**src/rtl/psx_poll_sequencer_if.sv**
```systemverilog
// ---------------------------------------------------------------------------
// psx_poll_sequencer_if : byte handshake between poll sequencer and SPI master
// Rev 1.0
// ---------------------------------------------------------------------------
`default_nettype none

interface psx_poll_sequencer_if;
  logic       xfer_req;
  logic [7:0] xfer_tx;
  logic       xfer_done;
  logic [7:0] xfer_rx;

  modport master (output xfer_req, output xfer_tx, input xfer_done, input xfer_rx);
  modport slave  (input xfer_req, input xfer_tx, output xfer_done, output xfer_rx);
endinterface

`default_nettype wire

```
**src/rtl/psx_poll_sequencer.sv**
```systemverilog
// ---------------------------------------------------------------------------
// psx_poll_sequencer : periodic PSX gamepad poll frame sequencer (ATT, 5 bytes)
// Rev 1.0
// ---------------------------------------------------------------------------
`default_nettype none

module psx_poll_sequencer #(
  parameter int POLL_CYCLES = 20000,
  parameter int ATT_SETUP   = 64,
  parameter int GAP_CYCLES  = 32,
  parameter int TIMEOUT     = 4096
) (
  input  logic                        clk,
  input  logic                        reset,
  psx_poll_sequencer_if.master        spi,
  output logic                        att_n,
  output logic [15:0]                 buttons,
  output logic [7:0]                  ctrl_id,
  output logic                        frame_valid,
  output logic                        frame_err
);

  localparam int MAX_A = (POLL_CYCLES > ATT_SETUP) ? POLL_CYCLES : ATT_SETUP;
  localparam int MAX_B = (GAP_CYCLES > TIMEOUT) ? GAP_CYCLES : TIMEOUT;
  localparam int MAX_C = (MAX_A > MAX_B) ? MAX_A : MAX_B;
  localparam int CW    = $clog2(MAX_C + 1);

  localparam logic [CW-1:0] POLL_LAST  = CW'(POLL_CYCLES - 1);
  localparam logic [CW-1:0] SETUP_LAST = CW'(ATT_SETUP - 1);
  localparam logic [CW-1:0] GAP_LAST   = CW'(GAP_CYCLES - 1);
  localparam logic [CW-1:0] TMO_LAST   = CW'(TIMEOUT - 1);

  typedef enum logic [2:0] {
    WAIT_POLL = 3'd0,
    SETUP     = 3'd1,
    REQ       = 3'd2,
    GAP       = 3'd3,
    CHECK     = 3'd4
  } state_t;

  state_t          state, state_next;
  logic [CW-1:0]   cnt;
  logic [2:0]      idx;
  logic [7:0]      tx_byte;
  logic [7:0]      rx1, rx2, rx3;
  logic            done_hit, timeout_hit;

  function automatic logic [7:0] tx_lookup(input logic [2:0] i);
    case (i)
      3'd0:    return 8'h01;
      3'd1:    return 8'h42;
      default: return 8'h00;
    endcase
  endfunction

  assign done_hit    = (state == REQ) && spi.xfer_done;
  assign timeout_hit = (state == REQ) && !spi.xfer_done && (cnt == TMO_LAST);
  assign spi.xfer_tx = tx_byte;

  always_ff @(posedge clk or posedge reset) begin
    if (reset) state <= WAIT_POLL;
    else       state <= state_next;
  end

  always_comb begin
    state_next   = state;
    att_n        = 1'b1;
    spi.xfer_req = 1'b0;
    case (state)
      WAIT_POLL: if (cnt == POLL_LAST) state_next = SETUP;
      SETUP: begin
        att_n = 1'b0;
        if (cnt == SETUP_LAST) state_next = REQ;
      end
      REQ: begin
        att_n        = 1'b0;
        spi.xfer_req = 1'b1;
        // A done arriving on the last timeout cycle still completes the byte.
        if (spi.xfer_done)    state_next = (idx == 3'd4) ? CHECK : GAP;
        else if (timeout_hit) state_next = WAIT_POLL;
      end
      GAP: begin
        att_n = 1'b0;
        if (cnt == GAP_LAST) state_next = REQ;
      end
      CHECK:   state_next = WAIT_POLL;
      default: state_next = WAIT_POLL;
    endcase
  end

  always_ff @(posedge clk or posedge reset) begin
    if (reset) begin
      cnt         <= '0;
      idx         <= 3'd0;
      tx_byte     <= 8'h00;
      rx1         <= 8'h00;
      rx2         <= 8'h00;
      rx3         <= 8'h00;
      buttons     <= 16'h0000;
      ctrl_id     <= 8'h00;
      frame_valid <= 1'b0;
      frame_err   <= 1'b0;
    end else begin
      frame_valid <= 1'b0;
      frame_err   <= 1'b0;
      cnt         <= (state_next != state) ? '0 : cnt + 1'b1;

      if (state == WAIT_POLL && state_next == SETUP) begin
        idx     <= 3'd0;
        tx_byte <= tx_lookup(3'd0);
      end

      // Index and next TX byte advance as xfer_req drops, so xfer_tx never moves under a request.
      if (done_hit) begin
        if (idx != 3'd4) begin
          case (idx)
            3'd1:    rx1 <= spi.xfer_rx;
            3'd2:    rx2 <= spi.xfer_rx;
            3'd3:    rx3 <= spi.xfer_rx;
            default: ;
          endcase
          idx     <= idx + 3'd1;
          tx_byte <= tx_lookup(idx + 3'd1);
        end else if (rx2 == 8'h5A) begin
          buttons     <= {~spi.xfer_rx, ~rx3};
          ctrl_id     <= rx1;
          frame_valid <= 1'b1;
        end else begin
          frame_err <= 1'b1;
        end
      end

      if (timeout_hit) frame_err <= 1'b1;

      if (state_next == WAIT_POLL && state != WAIT_POLL) tx_byte <= 8'h00;
    end
  end

endmodule

`default_nettype wire
```
**src/flat_wrapper.sv**
```systemverilog
// flat-port wrapper written by rule: the top's interface ports become plain ports
module psx_poll_sequencer_flat 
#(
  parameter int POLL_CYCLES = 20000,
  parameter int ATT_SETUP   = 64,
  parameter int GAP_CYCLES  = 32,
  parameter int TIMEOUT     = 4096
)
  (clk, reset, att_n, buttons, ctrl_id, frame_valid, frame_err, spi_xfer_req, spi_xfer_tx, spi_xfer_done, spi_xfer_rx);
  psx_poll_sequencer_if spi_i ();
  input  logic clk;
  input  logic reset;
  output logic att_n;
  output logic [15:0] buttons;
  output logic [7:0] ctrl_id;
  output logic frame_valid;
  output logic frame_err;
  output wire logic [$bits(spi_i.xfer_req)-1:0] spi_xfer_req;
  output wire logic [$bits(spi_i.xfer_tx)-1:0] spi_xfer_tx;
  input wire logic [$bits(spi_i.xfer_done)-1:0] spi_xfer_done;
  input wire logic [$bits(spi_i.xfer_rx)-1:0] spi_xfer_rx;
  assign spi_xfer_req = spi_i.xfer_req;
  assign spi_xfer_tx = spi_i.xfer_tx;
  assign spi_i.xfer_done = spi_xfer_done;
  assign spi_i.xfer_rx = spi_xfer_rx;
  psx_poll_sequencer #(.POLL_CYCLES(POLL_CYCLES), .ATT_SETUP(ATT_SETUP), .GAP_CYCLES(GAP_CYCLES), .TIMEOUT(TIMEOUT)) u_core (.clk(clk), .reset(reset), .spi(spi_i), .att_n(att_n), .buttons(buttons), .ctrl_id(ctrl_id), .frame_valid(frame_valid), .frame_err(frame_err));
endmodule
```
**config.mk**
```make
export PLATFORM = sky130hd
export DESIGN_NAME = psx_poll_sequencer_flat
export DESIGN_NICKNAME = d
export VERILOG_FILES = /design/src/rtl/psx_poll_sequencer_if.sv /design/src/rtl/psx_poll_sequencer.sv /design/src/flat_wrapper.sv
export SDC_FILE = /design/constraint.sdc
export NUM_CORES = 1
export LEC_CHECK = 0
export CAP_MARGIN = 20
export CORE_AREA = 2 2 85 87
export CTS_CLUSTER_SIZE = 24
export DETAILED_ROUTE_END_ITERATION = 8
export DIE_AREA = 0 0 87 89
export PLACE_DENSITY = 0.74
export SKIP_LAST_GASP = 1
export SLEW_MARGIN = 20
export SYNTH_ARGS = -nofsm -noshare
export SYNTH_HDL_FRONTEND = slang
export SYNTH_SLANG_ARGS = --single-unit
export TNS_END_PERCENT = 5
```
**constraint.sdc**
```tcl
create_clock -name clk -period 2.5 [get_ports clk]
set_input_delay 0.25 -clock clk [delete_from_list [all_inputs] [get_ports clk]]
set_output_delay 0.25 -clock clk [all_outputs]
set_load 0.005 [all_outputs]
```
# Word level (Yosys, flattened, before mapping)
# Cells that the tools add are included.
[op_classes]
reduce_logical = 15
n_eq_ne = 16
mux = 25
n_addsub = 2
bitwise = 3
[op_table]
columns = ["operator", "n"]
rows = [
  ["$mux W8", 4],
  ["$mux W3", 9],
  ["$not A8 Y8", 2],
  ["$add A15 B1 Y15 const B", 1],
  ["$eq A15 B12 Y1 const B", 1],
  ["$eq A15 B15 Y1 const B", 1],
  ["$eq A15 B5 Y1 const B", 1],
  ["$eq A15 B6 Y1 const B", 1],
  ["$mux W15", 1],
  ["$pmux W7 S2", 1],
  ["$eq A3 B1 Y1 const B", 4],
  ["$eq A3 B2 Y1 const B", 4],
  ["$pmux W3 S4", 1],
  ["$reduce_and A3 Y1", 4],
  ["$logic_not A3 Y1", 3],
  ["$mux W1", 9],
  ["$eq A8 B7 Y1 const B", 1],
  ["$logic_and A1 B1 Y1", 5],
  ["$add A3 B1 Y3 const B", 1],
  ["$eq A3 B3 Y1 const B", 1],
  ["$ne A3 B3 Y1", 1],
  ["$ne A3 B3 Y1 const B", 1],
  ["$reduce_bool A3 Y1", 1],
  ["$reduce_or A3 Y1", 1],
  ["other kinds (2)", 2],
]
[totals]
word_cells = 72
register_bits = 79

# Depth between registers and ports, before layout
# Gate-level depths: netlist (run 1).
[depth]
ltp_word = 12
ltp_mapped = 8
depth_no_buf = 7

# Worst setup path before layout (run 1)
# Ideal clock, no wire load.
[synth_timing]
kind = "register to register"
from = "register u_core.cnt[12]"
to = "register u_core.tx_byte[0] (netlist: u_core.spi.xfer_tx[0])"
stages_incl_launch_ff = 6
period_less_slack_ns = 1.942
arrival_ns = 1.801
setup_ns = 0.141
path_slack_ns = 0.558
required_ns = 2.359
cell_sequence = "dfrtp_1 -> or3_4 -> nor4_4 -> a31oi_1 -> a2111oi_4 -> nor3_2"
[synth_via]
elab_chain_len = 11
word_cells_on_any_way = 19
[synth_rtl]
columns = ["item", "line_no", "rtl"]
rows = [
  ["from (decl)", "psx_poll_sequencer.sv:42", "logic [CW-1:0] cnt;"],
  ["from (signal assigned)", "psx_poll_sequencer.sv:106", "cnt <= (state_next != state) ? '0 : cnt + 1'b1;"],
  ["$eq A15 B12 Y1", "psx_poll_sequencer.sv:57", "assign timeout_hit = (state == REQ) && !spi.xfer_done && (cnt == TMO_LAST);"],
  ["$logic_and A1 B1 Y1", "psx_poll_sequencer.sv:57", ""],
  ["$mux W3", "psx_poll_sequencer.sv:80", "else if (timeout_hit) state_next = WAIT_POLL;"],
  ["$mux W3", "psx_poll_sequencer.sv:79", "if (spi.xfer_done) state_next = (idx == 3'd4) ? CHECK : GAP;"],
  ["$pmux W3 S4 (*)", "psx_poll_sequencer.sv:69", "case (state)"],
  ["$eq A3 B1 Y1", "psx_poll_sequencer.sv:108", "if (state == WAIT_POLL && state_next == SETUP) begin"],
  ["$logic_and A1 B1 Y1", "psx_poll_sequencer.sv:108", ""],
  ["$mux W8", "psx_poll_sequencer.sv:108", ""],
  ["$mux W8", "psx_poll_sequencer.sv:115", "if (idx != 3'd4) begin"],
  ["$mux W8", "psx_poll_sequencer.sv:114", "if (done_hit) begin"],
  ["$mux W8 (*)", "psx_poll_sequencer.sv:135", "if (state_next == WAIT_POLL && state != WAIT_POLL) tx_byte <= 8'h00;"],
  ["to (signal assigned)", "psx_poll_sequencer.sv:110", "tx_byte <= tx_lookup(3'd0);"],
  ["to (signal assigned)", "psx_poll_sequencer.sv:123", "tx_byte <= tx_lookup(idx + 3'd1);"],
  ["to (decl)", "psx_poll_sequencer.sv:44", "logic [7:0] tx_byte;"],
]
# Mark *: on every way between the ends. The rest lies on a longest branch, timed or not.
# A chain may end at the register's enable or synchronous reset.

# Worst setup path after layout (run 1)
[layout_timing]
from = "register u_core.cnt[0]"
to = "register u_core.tx_byte[2] (netlist: u_core.spi.xfer_tx[2])"
# The elaborated chain is that of the path after synthesis.

==> results of run 1 <==
==> worst max-delay path: cells and delay by family (launching register included) <==
family          cells  cell delay, ns
compound gates      2            0.77
simple gates        3            0.68
flops               1            0.39
fa+ha+maj           1            0.21
==> flip-flops by register name, indices dropped and copies added (netlist names) <==
signal,count
u_core.cnt,15
u_core.buttons,16
u_core.rx1,8
u_core.rx2,8
u_core.frame_err,1
u_core.idx,3
u_core.frame_valid,1
u_core.ctrl_id,8
u_core.rx3,8
u_core.spi.xfer_tx,8
u_core.state,3
==> cell type report <==
class | count | area, um^2
fill | 518 | 2580
sequential | 79 | 1980
multi-input combinational | 188 | 1350
timing repair buffer | 52 | 518
clock buffer | 11 | 131
tap | 80 | 100
clock inverter | 5 | 33.8
inverter | 9 | 33.8
==> metal layers <==
layer  wire, um  part of all wire (%)  track usage [%]
met4        123                   2.0             7.67
met2       2970                    47             27.1
met1       2980                    47             25.7
met5          0                     0                0
met3        218                   3.5             5.26
==> placed cells by master, fill, tap and decap left out, drive strengths merged, types with 2 or more instances in the layout <==
master          n
clkinvlp        2
nor4bb          2
dfrtp          79
nand2          36
nor2           26
o21ai          19
or3             4
nor4            4
xor2            7
clkbuf         11
mux2           32
nand3           8
nand4           4
clkinv          2
nor3            7
o21a            2
xnor2           7
inv            10
buf             6
o31ai           2
ha              7
nor3b           2
a21oi           4
nand2b          2
clkdlybuf4s50  46
==> worst paths after layout <==
kind,start,to,slack (ns)
max in group asynchronous,reset,u_core.rx2[1],1.70
min in group clk,u_core.rx3[3],u_core.buttons[3],0.46
worst min-delay path,reset,u_core.rx3[0],0.22
worst max-delay path,u_core.cnt[0],u_core.spi.xfer_tx[2],0.29
worst max register to register,u_core.cnt[0],u_core.spi.xfer_tx[2],0.29
worst min register to register,u_core.rx3[3],u_core.buttons[3],0.46
==> metrics by stage <==
step	hold slack [ns]	setup slack [ns]	total power, mW
after floorplan	0.362	0.227	1.32
after global placement	0.443	0.379	1.36
after detailed placement	0.449	0.274	1.36
after CTS	0.230	0.282	2.17
after global routing	0.246	0.112	2.23
final	0.222	0.290	2.15
==> synth_stat cells, types with 4 or more instances <==
cell type,instances
clkbuf_1,6
a21oi_1,4
nand3_1,7
xnor2_1,7
nand4_1,4
nand2_1,36
inv_1,9
mux2_1,4
nor2_1,26
xor2_1,7
dfrtp_1,79
mux2_2,28
o21ai_0,18
ha_1,7
nor3_1,6
==> power breakdown <==
part	leakage (nW)	total [mW]	switching (mW)	internal, mW
sequential	1.08	1.28	0	1.28
clock	0.0797	0.817	0.457	0.361
combinational	0.781	0.0550	0.0352	0.0198
==> kinds of logic after synthesis <==
group,share of synthesized area (%)
buffers and inverters,2.14
flip-flops,58.2
AND/OR/NAND/NOR,15.5
AO/OA/AOI/OAI,7.34
multiplexers,10.6
adder cells (fa/ha/maj),2.58
XOR/XNOR,3.61
==> impl_results.md, run 1 <==
- Initial Util: 50.5%
- Worst VDD drop: 327 uV
- Worst hold path type: primary input to async pin
- Setup tns final: 0 ns
- Worst Reg-to-Reg Cells: 6
- Overall die height: 89 um
- Antenna fix cells: 0
- Syn. warnings: 0
- Gr usage total: 18.4%
- Clk_lat worst skew: 0.35 ns
- Drt first-iter violations: 98
- I/O Buffers: 46
- CP peak stage delay: 0.61 ns
- Fin crit period: 2.21 ns
- Outcome: finished, final reports clean
- Max Clk Rate: 453 MHz
- Synthesized net count: 302
- Vias in the first global route: 2229
- DRC viols: 0
- Crit path launch type: flip-flop
- TritonCTS clock tree: yes
- Critical Path Slowest Stage Cell: a2111oi_4
- Slew HR: 55.1%
- Final Cycle Share: 88.4%
- Avg Vias per Cell: 5.25
- Leak: 1.94 nW
- Syn Inst Count: 284
- Total grt overflow: 0
- Share of the synthesized area in the top cell type: 58.2%
- Top Ports: 47
- CP arrival: 2.42 ns
- Largest net degree at the start of global routing: 32
- Synth area leader: dfrtp_1
- Max Fanout on Critical Path: 8
- Via count: 2228
- Post-Place Cells: 408
- Post-synthesis area per instance: 12.0 um^2
- Post-CTS Setup Bufs: 0
- PostCTS Resize Cnt: 0
- Clk sinks: 79
- Share of layout cells above drive strength 1: 17.2%
- # rows: 30
- Area growth, synth to finish: 21.9%
- Max Cap Viol: 0
- TritonRoute pass-1 iters: 4
- Final Util: 61.6%
- WL/cell: 14.8 um
- DP Wirelength: 4520 um
- Synth top area cells: dfrtp_1 58%, mux2_2 9.3%, nand2_1 4.0%
- Post-synth EDFFs: 0
- Worst-case clock buffer depth: 2
- Die Area: 7740 um^2
- TritonCTS Buffers: 9
- Post-Place Cell Area: 3970 um^2
- Cell area after synthesis: 3390 um^2
- Core Footprint: 6720 um^2
- Die W: 87 um
- RePlAce Congestion: 0.856
- Reg clk slew, reported paths: 0.08 ns
- RSZ-0062 raised after global routing: no
- Crit end category: flip-flop
- Post-Layout Cell Count: 424
- Hold Fails Final Rpt: 0
- Skew final: 0.00949 ns
- Worst setup path class: flip-flop to flip-flop
- #FFs+latches synth: 79
- Post-DRT Antenna Nets: 0
- Critical Path RT: 2.71 ns
- Root buf cell: clkbuf_8
- Routed WL: 6290 um
- Ys async rst share: 100%
- Hold buffers post-CTS: 0
- Global-route wire length before repair: 10700 um
- Least-Margin Pin Slew: 0.674 ns
- Register area share after synthesis: 58.2%
- Power Density: 519 nW/um^2
- Final Net Count: 357
- Endpoints failing setup: 0
- CP cell instances: ha_1 -> nand3_2 -> nor4_4 -> a31oi_1 -> a2111oi_4 -> nor2_1
- H-tree Lvls: 3
- Final Slew Violations: 0
- Cell area after layout: 4140 um^2
- Post-synth top flop: dfrtp_1
- Count of cell types in the netlist: 44
- Initial antenna violation count: 0
(Power assumes the default switching activity.)
==> inputs of run 2 (changes only) <==
- CORE_AREA: 2 2 85 87 -> 2 2 72 102
- DIE_AREA: 0 0 87 89 -> 0 0 74 104
- SETUP_SLACK_MARGIN: unset -> 0.02
==> impl_results.md, run 2 (synthesis results as in run 1) <==
- Outcome: finished, final reports clean
- Power, Total: 2.30 mW (+6.9%)
- Max Clk Rate: 476 MHz (+5.3%)
- PostCTS Resize Cnt: 0 (unchanged)
- Most common cell after layout, fill and taps aside: dfrtp_1
- Worst VDD drop: 448 uV (+37%)
- Hold buffers post-CTS: 0 (unchanged)
- Routed WL: 6360 um (+1.0%)
- Least-Margin Pin Slew: 0.663 ns (-0.0113 ns)
- Hold Fails Final Rpt: 0 (unchanged)
- Final Slew Violations: 0 (unchanged)
- Crit path launch type: flip-flop
- I/O Buffers: 46 (unchanged)
- Post-DRT Antenna Nets: 0 (unchanged)
- Via count: 2268 (+1.8%)
- Slew HR: 55.8% (+0.75 points)
- Skew final: 0.0106 ns (+0.00107 ns)
- TritonCTS clock tree: yes
- Area growth, synth to finish: 23.5%
- CP cell instances: or3_4 -> nor4_4 -> a31oi_1 -> a2111oi_4 -> nor2_1
- Setup tns final: 0 ns (unchanged)
- Core Footprint: 6800 um^2 (+1.2%)
- Most flop-heavy register: u_core.buttons
- Critical Path RT: 2.73 ns (+0.02 ns)
- CP bufs+invs: 0 (unchanged)
- Root buf cell: clkbuf_8
- Antenna fix cells: 0 (unchanged)
- Largest regs: u_core.buttons (16), u_core.cnt (15)
- Share of layout cells above drive strength 1: 17.5% (+0.34 points)
- RSZ-0062 raised after global routing: no
- Fin crit period: 2.10 ns (-0.111 ns)
- Critical Path Slowest Stage Cell: a2111oi_4
- Hold WS: 0.222 ns (+0.000190 ns)
- TritonRoute pass-1 iters: 4 (unchanged)
- Avg Vias per Cell: 5.18 (-1.5%)
- Final Net Count: 356 (-0.28%)
- Post-CTS Setup Bufs: 0 (unchanged)
- H-tree Lvls: 3 (unchanged)
- TritonCTS Buffers: 9 (unchanged)
- DP Wirelength: 4570 um (+1.1%)
- Global-route wire length before repair: 10900 um (+2.1%)
- Cell area after layout: 4190 um^2 (+1.3%)
- WL/cell: 14.5 um (-2.2%)
- CP arrival: 2.32 ns (-0.10 ns)
- Number of flip-flops in the largest register: 16 (unchanged)
- RePlAce Congestion: 0.889 (+3.8%)
- Overall die height: 104 um (+17%)
- Vias in the first global route: 2238 (+0.40%)
- Worst hold path type: primary input to async pin
- Reg clk slew, reported paths: 0.08 ns (about the same)
- Worst-case clock buffer depth: 2 (unchanged)
- CP peak stage delay: 0.57 ns (-0.04 ns)
- Clk sinks: 79 (unchanged)
- Worst setup path class: flip-flop to flip-flop
- Total grt overflow: 0 (unchanged)
- Power Density: 548 nW/um^2 (+5.5%)
- Initial Util: 49.9% (-0.61 points)
- Top Ports: 47 (unchanged)
- Final Cycle Share: 84.0% (-4.4 points)
- Die Area: 7700 um^2 (-0.61%)
- Die W: 74 um (-15%)
- Max Cap Viol: 0 (unchanged)
- Clk_lat worst skew: 0.35 ns (about the same)
- Drt first-iter violations: 187 (+91%)
- # rows: 36 (+20%)
- Leak: 1.96 nW (+1.1%)
- Most frequent cells in the layout: 79 x dfrtp_1, 46 x clkdlybuf4s50_1, 36 x nand2_1, 28 x mux2_2, 26 x nor2_1
- Top delay family on crit path: simple AND/OR/NAND/NOR gates
- Initial antenna violation count: 0 (unchanged)
- Max Fanout on Critical Path: 8 (unchanged)
- R2R setup slack: 0.40 ns (+0.11 ns)
- Gr usage total: 18.9% (+0.55 points)
- Endpoints failing setup: 0 (unchanged)
- Crit end category: flip-flop
- DRC viols: 0 (unchanged)
- Post-Place Cell Area: 3990 um^2 (+0.28%)
- Largest net degree at the start of global routing: 59 (+84%)
## run 2: cell types whose count changed in the layout (fill, tap and decap cells not counted), sizes merged
cell,change
inv,-1
buf,-1
clkinvlp,-1
clkinv,+1
bufinv,+1
## run 2: worst reg2reg max path, delay by kind of cell (launching register included)
family / cells / cell delay, ns
compound gates: 2 / 0.73
simple gates: 3 / 0.78
flops: 1 / 0.46
## run 2: stage by stage
step	utilization [%]	worst slack (ns)	std cells
final	61.6	0.401	438
after global routing	61.6	0.167	438
after CTS	61.6	0.381	438
after detailed placement	58.6	0.334	422
after global placement	58.6	0.388	422
after floorplan	-	0.227	284
## run 2: worst paths after layout
kind / from / to / cells past startpoint
setup / recovery: u_core.cnt[8] / u_core.spi.xfer_tx[7] / 5
setup reg to reg: u_core.cnt[8] / u_core.spi.xfer_tx[7] / 5
hold / removal: reset / u_core.rx1[1] / 2
hold reg to reg: u_core.rx3[6] / u_core.buttons[6] / 1
min in group clk: u_core.rx3[6] / u_core.buttons[6] / 1
max in group asynchronous: reset / u_core.buttons[7] / 3
## run 2: area by class of cell
class	instances	area (um^2)
multi-input cells	188	1350
flip-flops and latches	79	1980
well taps	95	119
clock buffers	11	151
fillers	544	2610
clock inverters	5	56.3
inverters	9	33.8
repair buffers	51	510
## run 2: power by group
part	switching [mW]	total, mW	internal [mW]
Sequential	0	1.28	1.28
Combinational	0.0349	0.0527	0.0178
Clock	0.454	0.968	0.514
## run 2: routing by layer
metal  global-route usage [%]  wire length [um]  part of all wire, %  up-vias
met3                     6.10               230                  3.6       12
met4                     7.27               123                  1.9        0
met2                     31.1              3400                   53       53
met1                     22.6              2610                   41     1110
li1                         -                 -                    -     1093
met5                        0                 0                    0        -
==> inputs of run 3 (changes only) <==
- CORE_AREA: 2 2 72 102 -> 2 2 74 104
- DIE_AREA: 0 0 74 104 -> 0 0 76 106
- clock period: 2.5 -> 1.8 ns (I/O delays scaled with it)
==> impl_results.md, run 3 (synthesis results as in run 1) <==
- Critical Path Slowest Stage Cell: or3_4
- Top Ports: 47 (unchanged)
- Die Area: 8060 um^2 (+4.7%)
- Core Footprint: 7180 um^2 (+5.5%)
- CP cell instances: or3_4 -> nor4_4 -> a31oi_2 -> a2111oi_4 -> buf_6 -> nor2_1
- Fin crit period: 1.96 ns (-0.138 ns)
- Comb pwr share: 2.3% (about the same)
- Number of flip-flops in the largest register: 16 (unchanged)
- Total grt overflow: 0 (unchanged)
- Most flop-heavy register: u_core.buttons
- Post-Place Cell Area: 4330 um^2 (+8.7%)
- Global-route wire length before repair: 11500 um (+5.3%)
- Internal: 2.59 mW (+43%)
- Switching part of the total: 21.8% (+0.48 points)
- WL/cell: 14.4 um (-1.1%)
- Worst setup path class: flip-flop to flip-flop
- Initial antenna violation count: 0 (unchanged)
- Max Fanout on Critical Path: 7 (-1)
- Most frequent cells in the layout: 79 x dfrtp_1, 46 x clkdlybuf4s50_1, 46 x buf_4, 36 x nand2_1, 28 x mux2_2
- Largest regs: u_core.buttons (16), u_core.cnt (15)
- Leak: 2.20 nW (+12%)
- Share of layout cells above drive strength 1: 30.1% (+13 points)
- Worst Reg-to-Reg Cells: 6 (+1)
- Skew final: 0.0119 ns (+0.00131 ns)
- Initial Util: 47.3% (-2.6 points)
- Final worst setup slack: -0.161 ns (-0.562 ns)
- Die W: 76 um (+2.7%)
- Clk_lat worst skew: 0.36 ns (about the same)
- Failing checks: setup timing
- Post-Place Cells: 466 (+10%)
- Worst hold path type: primary input to async pin
- Area growth, synth to finish: 37.2%
- I/O Buffers: 46 (unchanged)
- TritonRoute pass-1 iters: 4 (unchanged)
- Hold buffers post-CTS: 0 (unchanged)
- Most common cell after layout, fill and taps aside: dfrtp_1
- Least-Margin Pin Slew: 0.410 ns (-0.253 ns)
- Hold WS: 0.133 ns (-0.0887 ns)
- CP Depth: 6 (+1)
- Final Cycle Share: 109% (+25 points)
- DP Wirelength: 5100 um (+12%)
- Gr usage total: 18.3% (-0.61 points)
- Avg Vias per Cell: 5.01 (-3.2%)
- Endpoints failing setup: 25 (+25)
- Worst VDD drop: 575 uV (+28%)
- Final Util: 64.9% (+3.3 points)
- Final Slew Violations: 0 (unchanged)
- Crit path launch type: flip-flop
- Via count: 2437 (+7.5%)
- Routed WL: 6980 um (+9.7%)
- TritonCTS Buffers: 9 (unchanged)
- Reg clk slew, reported paths: 0.09 ns (about the same)
- Clk sinks: 79 (unchanged)
- Cell area after layout: 4660 um^2 (+11%)
- Worst-case clock buffer depth: 2 (unchanged)
- Max Cap Viol: 0 (unchanged)
- RePlAce Congestion: 0.857 (-3.6%)
- Post-Layout Cell Count: 486 (+11%)
- CP arrival: 2.21 ns (-0.11 ns)
- Vias in the first global route: 2453 (+9.6%)
- RSZ-0062 raised after global routing: yes
- Root buf cell: clkbuf_8
- Final Net Count: 402 (+13%)
- Overall die height: 106 um (+1.9%)
- Outcome: finished, violations left
- Hold Fails Final Rpt: 0 (unchanged)
- Top delay family on crit path: simple AND/OR/NAND/NOR gates
- DRC viols: 0 (unchanged)
- Critical Path RT: 2.05 ns (-0.68 ns)
- R2R setup slack: -0.16 ns (-0.56 ns)
- Power Density: 711 nW/um^2 (+30%)
- Drt first-iter violations: 99 (-47%)
- Largest net degree at the start of global routing: 51 (-14%)
- Setup tns final: -1.70 ns (-1.70 ns)
- Sequential power share: 53.5% (-2.1 points)
- Antenna fix cells: 0 (unchanged)
- Max Clk Rate: 510 MHz (+7.0%)
- CP bufs+invs: 1 (+1)
- Crit end category: flip-flop
- # rows: 37 (+2.8%)
- Post-DRT Antenna Nets: 0 (unchanged)
- Slew HR: 72.3% (+17 points)
- H-tree Lvls: 3 (unchanged)
- Power share of the clock group: 44.2% (+2.1 points)
- TritonCTS clock tree: yes
- P_sw: 721 uW (+47%)
- CP peak stage delay: 0.42 ns (-0.15 ns)
==> run 3: cell types whose count changed in the layout (fill, tap and decap cells not counted), sizes merged <==
cell      previous run  this run
buf                  5        51
clkinv               3         0
clkinvlp             1         3
bufinv               1         2
clkbuf              11        10
inv                  9        10
==> run 3: area by class of cell <==
class	count	area [um^2]
repair buffers	97	888
well taps	97	121
clock buffers	10	128
flip-flops and latches	79	1980
clock inverters	6	92.6
fillers	584	2520
multi-input cells	188	1410
inverters	9	37.5
==> run 3: worst reg2reg max path, delay by kind of cell, from the launching register on <==
family	cells	cell delay, ns
buffers and inverters	1	0.19
AO/OA/AOI/OAI	2	0.51
flip-flops	1	0.38
AND/OR/NAND/NOR	3	0.77
==> run 3: routing by layer <==
| metal | track usage [%] | routed length [um] |
|---|---|---|
| met3 | 3.14 | 182 |
| met2 | 34.1 | 3760 |
| met5 | 0 | 0 |
| met4 | 8.83 | 170 |
| met1 | 20.2 | 2870 |
==> run 3: final timing paths <==
path	from	to
max	u_core.cnt[7]	u_core.spi.xfer_tx[7]
min	reset	u_core.rx1[6]
max reg2reg	u_core.cnt[7]	u_core.spi.xfer_tx[7]
min reg2reg	u_core.rx3[7]	u_core.buttons[7]
max in group asynchronous	reset	u_core.spi.xfer_tx[6]
min in group clk	u_core.rx3[7]	u_core.buttons[7]
==> run 3: power by group through the flow <==
stage	clock network (mW)	logic (mW)	registers, mW
4_1_cts	1.49	0.0794	1.77
2_1_floorplan	0	0.0272	1.81
5_1_grt	1.57	0.0869	1.77
6_report	1.46	0.0761	1.77
3_3_place_gp	0	0.0784	1.81
3_5_place_dp	0	0.0788	1.81
==> run 3: stage by stage <==
step,setup slack (ns),power [mW]
global placement,-0.190,1.89
finish,-0.161,3.31
CTS,-0.193,3.34
detailed placement,-0.211,1.89
global route,-0.244,3.43
floorplan,-0.142,1.84
==> run 3: repair_timing <==
action                                  4_1_cts  5_1_grt
gates resized for setup                       2       14
pin swaps                                     0        8
setup buffers                                 0        4
endpoints found under the setup margin       38       62
